==> src/rtl/serial_pkg.sv <==
// serial_pkg: shared definitions for the serial operand path.
// Holds the default operand width and the loader FSM state encoding;
// the downstream serial adder imports the same package.
package serial_pkg;

    localparam int WIDTH_DEF = 4;

    typedef enum logic {
        IDLE  = 1'b0,
        SHIFT = 1'b1
    } state_t;

endpackage

==> src/rtl/piso_shift.sv <==
// piso_shift: WIDTH-bit parallel-in / serial-out register, LSB first.
// Ports:
//   clk   - rising-edge clock
//   rst   - asynchronous active-low reset, clears the register
//   load  - capture din (wins over shift)
//   shift - shift right by one, zero fill
//   din   - parallel load value
//   lsb   - current bit 0 of the register
module piso_shift #(
    parameter int WIDTH = 4
) (
    input  logic             clk,
    input  logic             rst,
    input  logic             load,
    input  logic             shift,
    input  logic [WIDTH-1:0] din,
    output logic             lsb
);

    logic [WIDTH-1:0] sr;

    always_ff @(posedge clk or negedge rst) begin
        if (!rst)
            sr <= '0;
        else if (load)
            sr <= din;
        else if (shift)
            sr <= {1'b0, sr[WIDTH-1:1]};
    end

    assign lsb = sr[0];

endmodule

==> src/rtl/serial_operand_loader.sv <==
// serial_operand_loader: accepts a parallel operand pair (a, b) and streams
// it LSB first, one bit of each per beat, to a serial adder.
// Ports:
//   clk, rst             - clock, asynchronous active-low reset
//   in_valid / in_ready  - parallel input handshake for a, b
//   a, b                 - WIDTH-bit operands
//   out_valid / out_ready- serial output handshake
//   a_bit, b_bit         - current operand bits
//   first / last         - beat is bit 0 / bit WIDTH-1
module serial_operand_loader
    import serial_pkg::*;
#(
    parameter int WIDTH = WIDTH_DEF
) (
    input  logic             clk,
    input  logic             rst,
    input  logic             in_valid,
    output logic             in_ready,
    input  logic [WIDTH-1:0] a,
    input  logic [WIDTH-1:0] b,
    output logic             out_valid,
    input  logic             out_ready,
    output logic             a_bit,
    output logic             b_bit,
    output logic             first,
    output logic             last
);

    localparam int CW = (WIDTH > 1) ? $clog2(WIDTH) : 1;
    localparam logic [CW-1:0] LAST_CNT = CW'(WIDTH - 1);

    state_t        state, state_next;
    logic [CW-1:0] count;
    logic          load, beat, shift_en;
    logic          a_lsb, b_lsb;

    assign out_valid = (state == SHIFT);
    assign first     = out_valid && (count == '0);
    assign last      = out_valid && (count == LAST_CNT);

    // Accepting during the consumed last beat lets a new pair follow with no bubble.
    assign in_ready  = (state == IDLE) || (last && out_ready);
    assign load      = in_valid && in_ready;
    assign beat      = out_valid && out_ready;
    assign shift_en  = beat && !last;

    // The registers still hold the top bit after the last beat, so mask in IDLE.
    assign a_bit = out_valid && a_lsb;
    assign b_bit = out_valid && b_lsb;

    always_comb begin
        state_next = state;
        if (load)
            state_next = SHIFT;
        else if (beat && last)
            state_next = IDLE;
    end

    always_ff @(posedge clk or negedge rst) begin
        if (!rst) begin
            state <= IDLE;
            count <= '0;
        end else begin
            state <= state_next;
            if (load)
                count <= '0;
            else if (shift_en)
                count <= count + CW'(1);
        end
    end

    piso_shift #(.WIDTH(WIDTH)) u_sr_a (
        .clk  (clk),
        .rst  (rst),
        .load (load),
        .shift(shift_en),
        .din  (a),
        .lsb  (a_lsb)
    );

    piso_shift #(.WIDTH(WIDTH)) u_sr_b (
        .clk  (clk),
        .rst  (rst),
        .load (load),
        .shift(shift_en),
        .din  (b),
        .lsb  (b_lsb)
    );

endmodule

==> config.mk <==
export PLATFORM = sky130hd
export DESIGN_NAME = serial_operand_loader
export DESIGN_NICKNAME = d
export VERILOG_FILES = /design/src/rtl/serial_pkg.sv /design/src/rtl/piso_shift.sv /design/src/rtl/serial_operand_loader.sv
export SDC_FILE = /design/constraint.sdc
export NUM_CORES = 1
export LEC_CHECK = 0
export CAP_MARGIN = 15
export CORE_ASPECT_RATIO = 0.9
export CORE_MARGIN = 4
export CORE_UTILIZATION = 35
export CTS_BUF_LIST = sky130_fd_sc_hd__clkbuf_4 sky130_fd_sc_hd__clkbuf_8
export CTS_CLUSTER_DIAMETER = 100
export DETAILED_ROUTE_END_ITERATION = 6
export DONT_BUFFER_PORTS = 1
export GPL_ROUTABILITY_DRIVEN = 0
export PLACE_DENSITY_LB_ADDON = 0.2
export SLEW_MARGIN = 0
export SYNTH_ARGS = -nofsm -noshare
export SYNTH_HDL_FRONTEND = slang
export SYNTH_HIERARCHICAL = 1
export SYNTH_SLANG_ARGS = --single-unit
==> constraint.sdc <==
create_clock -name clk -period 2 [get_ports clk]
set_input_delay 0.3 -clock clk [delete_from_list [all_inputs] [get_ports clk]]
set_output_delay 0.3 -clock clk [all_outputs]
set_load 0.02 [all_outputs]
After elaboration in Yosys (flattened, before gate mapping)
Cells that the tools add are included.
Widths: inputs -> output; s select.
{"block": "op_classes", "n_bitwise": 1, "muxes": 8, "add_sub_neg": 1, "n_reduce_logical": 14, "n_eq_ne": 1}
{"op": "$mux 4", "n": 4}
{"op": "$logic_and 1x1->1", "n": 9}
{"op": "$mux 2", "n": 2}
{"op": "$reduce_bool 2->1", "n": 2}
{"op": "$add 2x1->2 const B", "n": 1}
{"op": "$eq 2x2->1 const B", "n": 1}
{"op": "$logic_not 2->1", "n": 1}
{"op": "$mux 1", "n": 2}
{"op": "$logic_not 1->1", "n": 1}
{"op": "$logic_or 1x1->1", "n": 1}
{"op": "$not 1->1", "n": 1}
{"block": "totals", "inputBits": 12, "word_cells": 29, "reg_bits": 11, "output_inout_bits": 6}

Depth between registers and ports, before layout
{"block": "logic_depth", "ltp_word": 6, "ltp_mapped": 6}

Modules after synthesis
The synthesis kept the hierarchy.
{"module": "piso_shift", "area_each_um2": 171.4, "instances": 2, "cells_each": 16, "seq_area_each_um2": 100.1}
{"module": "serial_operand_loader", "area_each_um2": 222.7, "instances": 1, "cells_each": 26, "seq_area_each_um2": 75.1}

Least setup slack after synthesis
No wires, ideal clock.
{"block": "synth_path", "kind": "flip-flop to flip-flop", "start": "register state, in the netlist out_valid", "end": "register u_sr_a.sr[3]", "path_stages_with_launch": 6, "n_path_buf": 1, "arrival_ns": 1.388, "path_slack_ns": 0.474, "period_less_slack_ns": 1.526, "path_cell_list": "dfrtp_1 -> buf_4 -> nand2_1 -> and2_1 -> nand2b_1 -> o21ai_0"}
{"block": "synth_via", "elab_chain_cells": 5, "elab_cells_between_ends": 10, "cone_classes": "mux: 1; bitwise: 1; reduce/logical: 8"}
{"item": "start, declared", "line_no": "serial_operand_loader.sv:32", "source": "state_t state, state_next;"}
{"item": "start signal, assigned", "line_no": "serial_operand_loader.sv:64", "source": "state <= state_next;"}
{"item": "$logic_and 1x1->1", "line_no": "serial_operand_loader.sv:39", "source": "assign last = out_valid && (count == LAST_CNT);"}
{"item": "$logic_and 1x1->1", "line_no": "serial_operand_loader.sv:42", "source": "assign in_ready = (state == IDLE) || (last && out_ready);"}
{"item": "$logic_or 1x1->1 *", "line_no": "serial_operand_loader.sv:42"}
{"item": "net in_ready", "line_no": "serial_operand_loader.sv:18", "source": "output logic in_ready,"}
{"item": "$logic_and 1x1->1 *", "line_no": "serial_operand_loader.sv:43", "source": "assign load = in_valid && in_ready;"}
{"item": "net load", "line_no": "serial_operand_loader.sv:34", "source": "logic load, beat, shift_en;"}
{"item": "$mux 4 or $reduce_bool 2->1 (tied branches)"}
{"item": "end signal, assigned", "line_no": "piso_shift.sv:26", "source": "sr <= din;"}
{"item": "end signal, assigned", "line_no": "piso_shift.sv:28", "source": "sr <= {1'b0, sr[WIDTH-1:1]};"}
{"item": "end, declared", "line_no": "piso_shift.sv:20", "source": "logic [WIDTH-1:0] sr;"}
Mark *: on every way through the listed nets, which the timed path passes. The rest lies on a longest branch.
A chain may end at the register's enable or synchronous reset.

Final worst setup path
{"block": "layout_path", "start": "register count[1]", "end": "register u_sr_b.sr[3]"}
{"block": "layout_via", "elab_chain_cells": 6, "elab_cells_between_ends": 9, "cone_classes": "eq/ne: 1; mux: 1; reduce/logical: 7"}
{"item": "start, declared", "line_no": "serial_operand_loader.sv:33", "source": "logic [CW-1:0] count;"}
{"item": "start signal, assigned", "line_no": "serial_operand_loader.sv:68", "source": "count <= count + CW'(1);"}
{"item": "$eq 2x2->1 *", "line_no": "serial_operand_loader.sv:39"}
{"item": "$logic_and 1x1->1 *", "line_no": "serial_operand_loader.sv:39"}
{"item": "$logic_and 1x1->1 *", "line_no": "serial_operand_loader.sv:42"}
{"item": "$logic_or 1x1->1 *", "line_no": "serial_operand_loader.sv:42"}
{"item": "net in_ready", "line_no": "serial_operand_loader.sv:18"}
{"item": "$logic_and 1x1->1 *", "line_no": "serial_operand_loader.sv:43"}
{"item": "net load", "line_no": "serial_operand_loader.sv:34"}
{"item": "$mux 4 or $reduce_bool 2->1 (tied branches)"}
{"item": "end signal, assigned", "line_no": "piso_shift.sv:26"}
{"item": "end signal, assigned", "line_no": "piso_shift.sv:28"}
{"item": "end, declared", "line_no": "piso_shift.sv:20"}
Marks and branches as above.

==> metrics.log <==
[metrics] outcome: completed
[metrics] average instance area after synthesis: 9.751 um2
[metrics] clock transition time at the flip-flop clock pins of the worst setup and hold paths: 70 ps
[metrics] beginning of the critical path: count[1]
[metrics] number of routed nets with antenna violations: 0
[metrics] Simple-Gate Fraction of Synth Area: 19.25%
[metrics] Worst setup EP type: register
[metrics] sequential cell area fraction in the yosys report: 48.67%
[metrics] required time reported for the critical path endpoint: 2140 ps
[metrics] library cell contributing the largest single delay on the critical path: sky130_fd_sc_hd__and2_1
[metrics] CTS tree: done
[metrics] max incr delay on CP: 470 ps
[metrics] number of non-filler instances in the completed layout: 85
[metrics] clock buffer count from CTS: 3
[metrics] maximum root-to-sink buffer count: 2
[metrics] total negative setup slack: 0 ps
[metrics] number of flip-flops and latches in the synthesized netlist: 11
[metrics] achievable frequency: 590.6 MHz
[metrics] number of instances in the placed design: 80
[metrics] Post-CTS Setup Bufs: 0
[metrics] final WL: 1056 um
[metrics] total count of hold-check failures in the final report: 0
[metrics] number of global-route vias before repair: 410
[metrics] post-cts resize count: 0
[metrics] HPWL after detailed placement: 792.8 um
[metrics] leading cell types in the layout, fill and taps excluded: 12 x sky130_fd_sc_hd__nand2_1, 11 x sky130_fd_sc_hd__dfrtp_1, 7 x sky130_fd_sc_hd__mux2i_1, 6 x sky130_fd_sc_hd__o21ai_1
[metrics] total I/O pin count: 18
[metrics] drt drc: 0
[metrics] dominant cell type by area after synthesis: sky130_fd_sc_hd__dfrtp_1
[metrics] skew final: 5.513 ps
[metrics] Final Net Count: 78
[metrics] antenna violations before repair: 0
[metrics] setup slack after layout: 306.9 ps
[metrics] vias per cell: 4.600
[metrics] Worst Path Class, Setup: register to register
[metrics] area of the core region: 1480 um2
[metrics] VDD IR-drop max: 0.0004873 V
[metrics] leakage component of the power: 0.3010 nW
[metrics] number of distinct library cells after synthesis: 16
[metrics] hold slack: 144.0 ps
[metrics] core utilization of the finished layout: 42.77%
[metrics] worst-margin pin slew: 504.3 ps
[metrics] setup repair after global routing missed its margin: no
[metrics] Final setup violation count: 0
[metrics] multiplexer share of the synthesized area: 12.39%
[metrics] DP Worst Slack: 300.4 ps
[metrics] buffer type at the clock tree root: sky130_fd_sc_hd__clkbuf_4
[metrics] htree depth: 1
[metrics] Worst Path Max Fanout: 16
[metrics] worst slew margin relative to its limit: 66.27%
[metrics] combined area of all synthesized cells: 565.5 um2
[metrics] largest net degree at the start of global routing: 17
[metrics] min-delay src: in_valid
[metrics] vertical extent of the die: 46.14 um
[metrics] arrival time worst endpoint: 1830 ps
[metrics] starting utilization of the core area: 38.21%
[metrics] first-pass GRT wire length: 1869 um
[metrics] most common library cell in the layout ignoring fill and taps: sky130_fd_sc_hd__nand2_1
[metrics] post-cts hold buffer count: 1
[metrics] yosys warns: 6
[metrics] type of element launching the critical path: register
[metrics] cell-by-cell listing of the critical path: ha_1, nand2_1, nand2_1, and2_1, nand2b_1, o21ai_0
[metrics] parity-gate share of the synthesized area counting xor and xnor cells: 0%
[metrics] first-pass iteration count of the detailed router: 1
[metrics] number of clock sinks: 11
[metrics] RR Startpoint: count[1]
[metrics] power per unit of standard cell area: 1346 nW/um2
[metrics] proportion of netlist area held by the largest area contributor: 48.67%
[metrics] remaining global-route overflow: 0
[metrics] clock period minus worst slack: 1693 ps
[metrics] Synth Area in Adders: 4.425%
[metrics] main combinational cell family by area after synthesis: simple AND/OR/NAND/NOR gates
[metrics] # port buffers: 0
[metrics] full die area: 2324 um2
[metrics] total vias in the final route: 391
[metrics] fraction of the cycle the final worst path needs: 84.66%
[metrics] number of pins exceeding their max-slew limit in the final report: 0
[metrics] share of post-route cells with drive strength above 1: 9.524%
[metrics] Compound-Gate Fraction of Synth Area: 11.95%
[metrics] cells after synthesis: 58
[metrics] clk_lat worst skew: 270 ps
[metrics] GRT Resource Usage Total: 11.56%
[metrics] count of maximum capacitance violations: 0
[metrics] post-synthesis net count: 72
[metrics] antenna cell count: 0
[metrics] cell with the most instances on the worst path: sky130_fd_sc_hd__nand2_1
[metrics] area growth from synthesis to final layout: 11.95%
[metrics] Routed wire per std cell: 12.42 um
[metrics] count of routing violations after the opening detailed-route iteration: 0
[metrics] classification of the worst-slack hold path: primary input to register
[metrics] width of the die: 50.37 um
[metrics] ranking of synthesized cells by area: sky130_fd_sc_hd__dfrtp_1 49%, sky130_fd_sc_hd__mux2i_1 12%, sky130_fd_sc_hd__nand2_1 8.0%, sky130_fd_sc_hd__o21ai_1 5.3%, sky130_fd_sc_hd__and2_1 4.4%
[metrics] minimum setup slack among reg-to-reg paths: 310 ps
[metrics] Std-Cell Rows: 13
[report_power, final]
part	total, W	internal [W]	switching, W
registers	0.000343	0.000295	0.0000482
clock network	0.000168	0.0000908	0.0000776
logic	0.000340	0.000140	0.000201
total	0.000852	0.000525	0.000326
[layout make-up]
cell class                      count  area [um2]
Inverter                            3       11.26
Timing Repair Buffer                2       17.52
Multi-Input combinational cell     43       271.5
Tap cell                           22       27.53
Clock buffer                        4       30.03
Sequential cell                    11       275.3
Fill cell                         153       847.1
[worst paths after layout]
check | endpoint | cells past startpoint
setup / recovery | u_sr_b/sr[3] | 6
hold / removal | out_valid | 1
setup reg to reg | u_sr_b/sr[3] | 6
hold reg to reg | count[0] | 1
max in group asynchronous | u_sr_a/sr[0] | 1
min in group asynchronous | u_sr_b/sr[0] | 1
[synthesized netlist by cell type]
library cell / count
sky130_fd_sc_hd__mux2i_1: 7
sky130_fd_sc_hd__dfrtp_1: 11
sky130_fd_sc_hd__and3_1: 1
sky130_fd_sc_hd__and2_1: 4
sky130_fd_sc_hd__a21o_1: 1
sky130_fd_sc_hd__a22o_1: 1
sky130_fd_sc_hd__o22ai_1: 1
sky130_fd_sc_hd__o21ai_0: 2
sky130_fd_sc_hd__and2_2: 1
sky130_fd_sc_hd__nand2b_1: 4
sky130_fd_sc_hd__o21ai_1: 6
sky130_fd_sc_hd__buf_4: 1
sky130_fd_sc_hd__a21oi_1: 1
sky130_fd_sc_hd__nand2_1: 12
sky130_fd_sc_hd__ha_1: 2
sky130_fd_sc_hd__inv_1: 3
[layer usage]
| metal | track usage, % | up-vias | part of all wire [%] |
|---|---|---|---|
| li1 | - | 209 | - |
| met1 | 14.46 | 167 | 46 |
| met2 | 15.10 | 13 | 42 |
| met3 | 8.091 | 2 | 11 |
| met4 | 4.839 | 0 | 0.85 |
| met5 | 0 | - | 0 |
[critical path, delay by kind of cell (launching register included)]
kind | cells | cell delay [ps]
adder cells (fa/ha/maj) | 1 | 200
AND/OR/NAND/NOR | 4 | 910
flip-flops | 1 | 390
AO/OA/AOI/OAI | 1 | 70
[flip-flops by register name, summed over array words and instances (netlist names)]
register,cells
count,2
u_sr_a/sr,4
u_sr_b/sr,4
out_valid,1
[stage by stage]
stage | power (W) | area, um2
2_1_floorplan | 0.0006336 | 565.5
3_3_place_gp | 0.0006830 | 593.1
3_5_place_dp | 0.0006887 | 593.1
4_1_cts | 0.0008653 | 633.1
5_1_grt | 0.0009427 | 633.1
6_report | 0.0008520 | 633.1
[cells by family (layout without fill, tap and decap cells)]
| logic type | Yosys count | count (layout) |
|---|---|---|
| muxes | 7 | 7 |
| buffers and inverters | 4 | 9 |
| adders and majority gates | 2 | 2 |
| AOI/OAI and AO/OA | 12 | 12 |
| DFF | 11 | 11 |
| and+or+nand+nor | 22 | 22 |
Note: power is estimated with default switching activity, not from simulation.
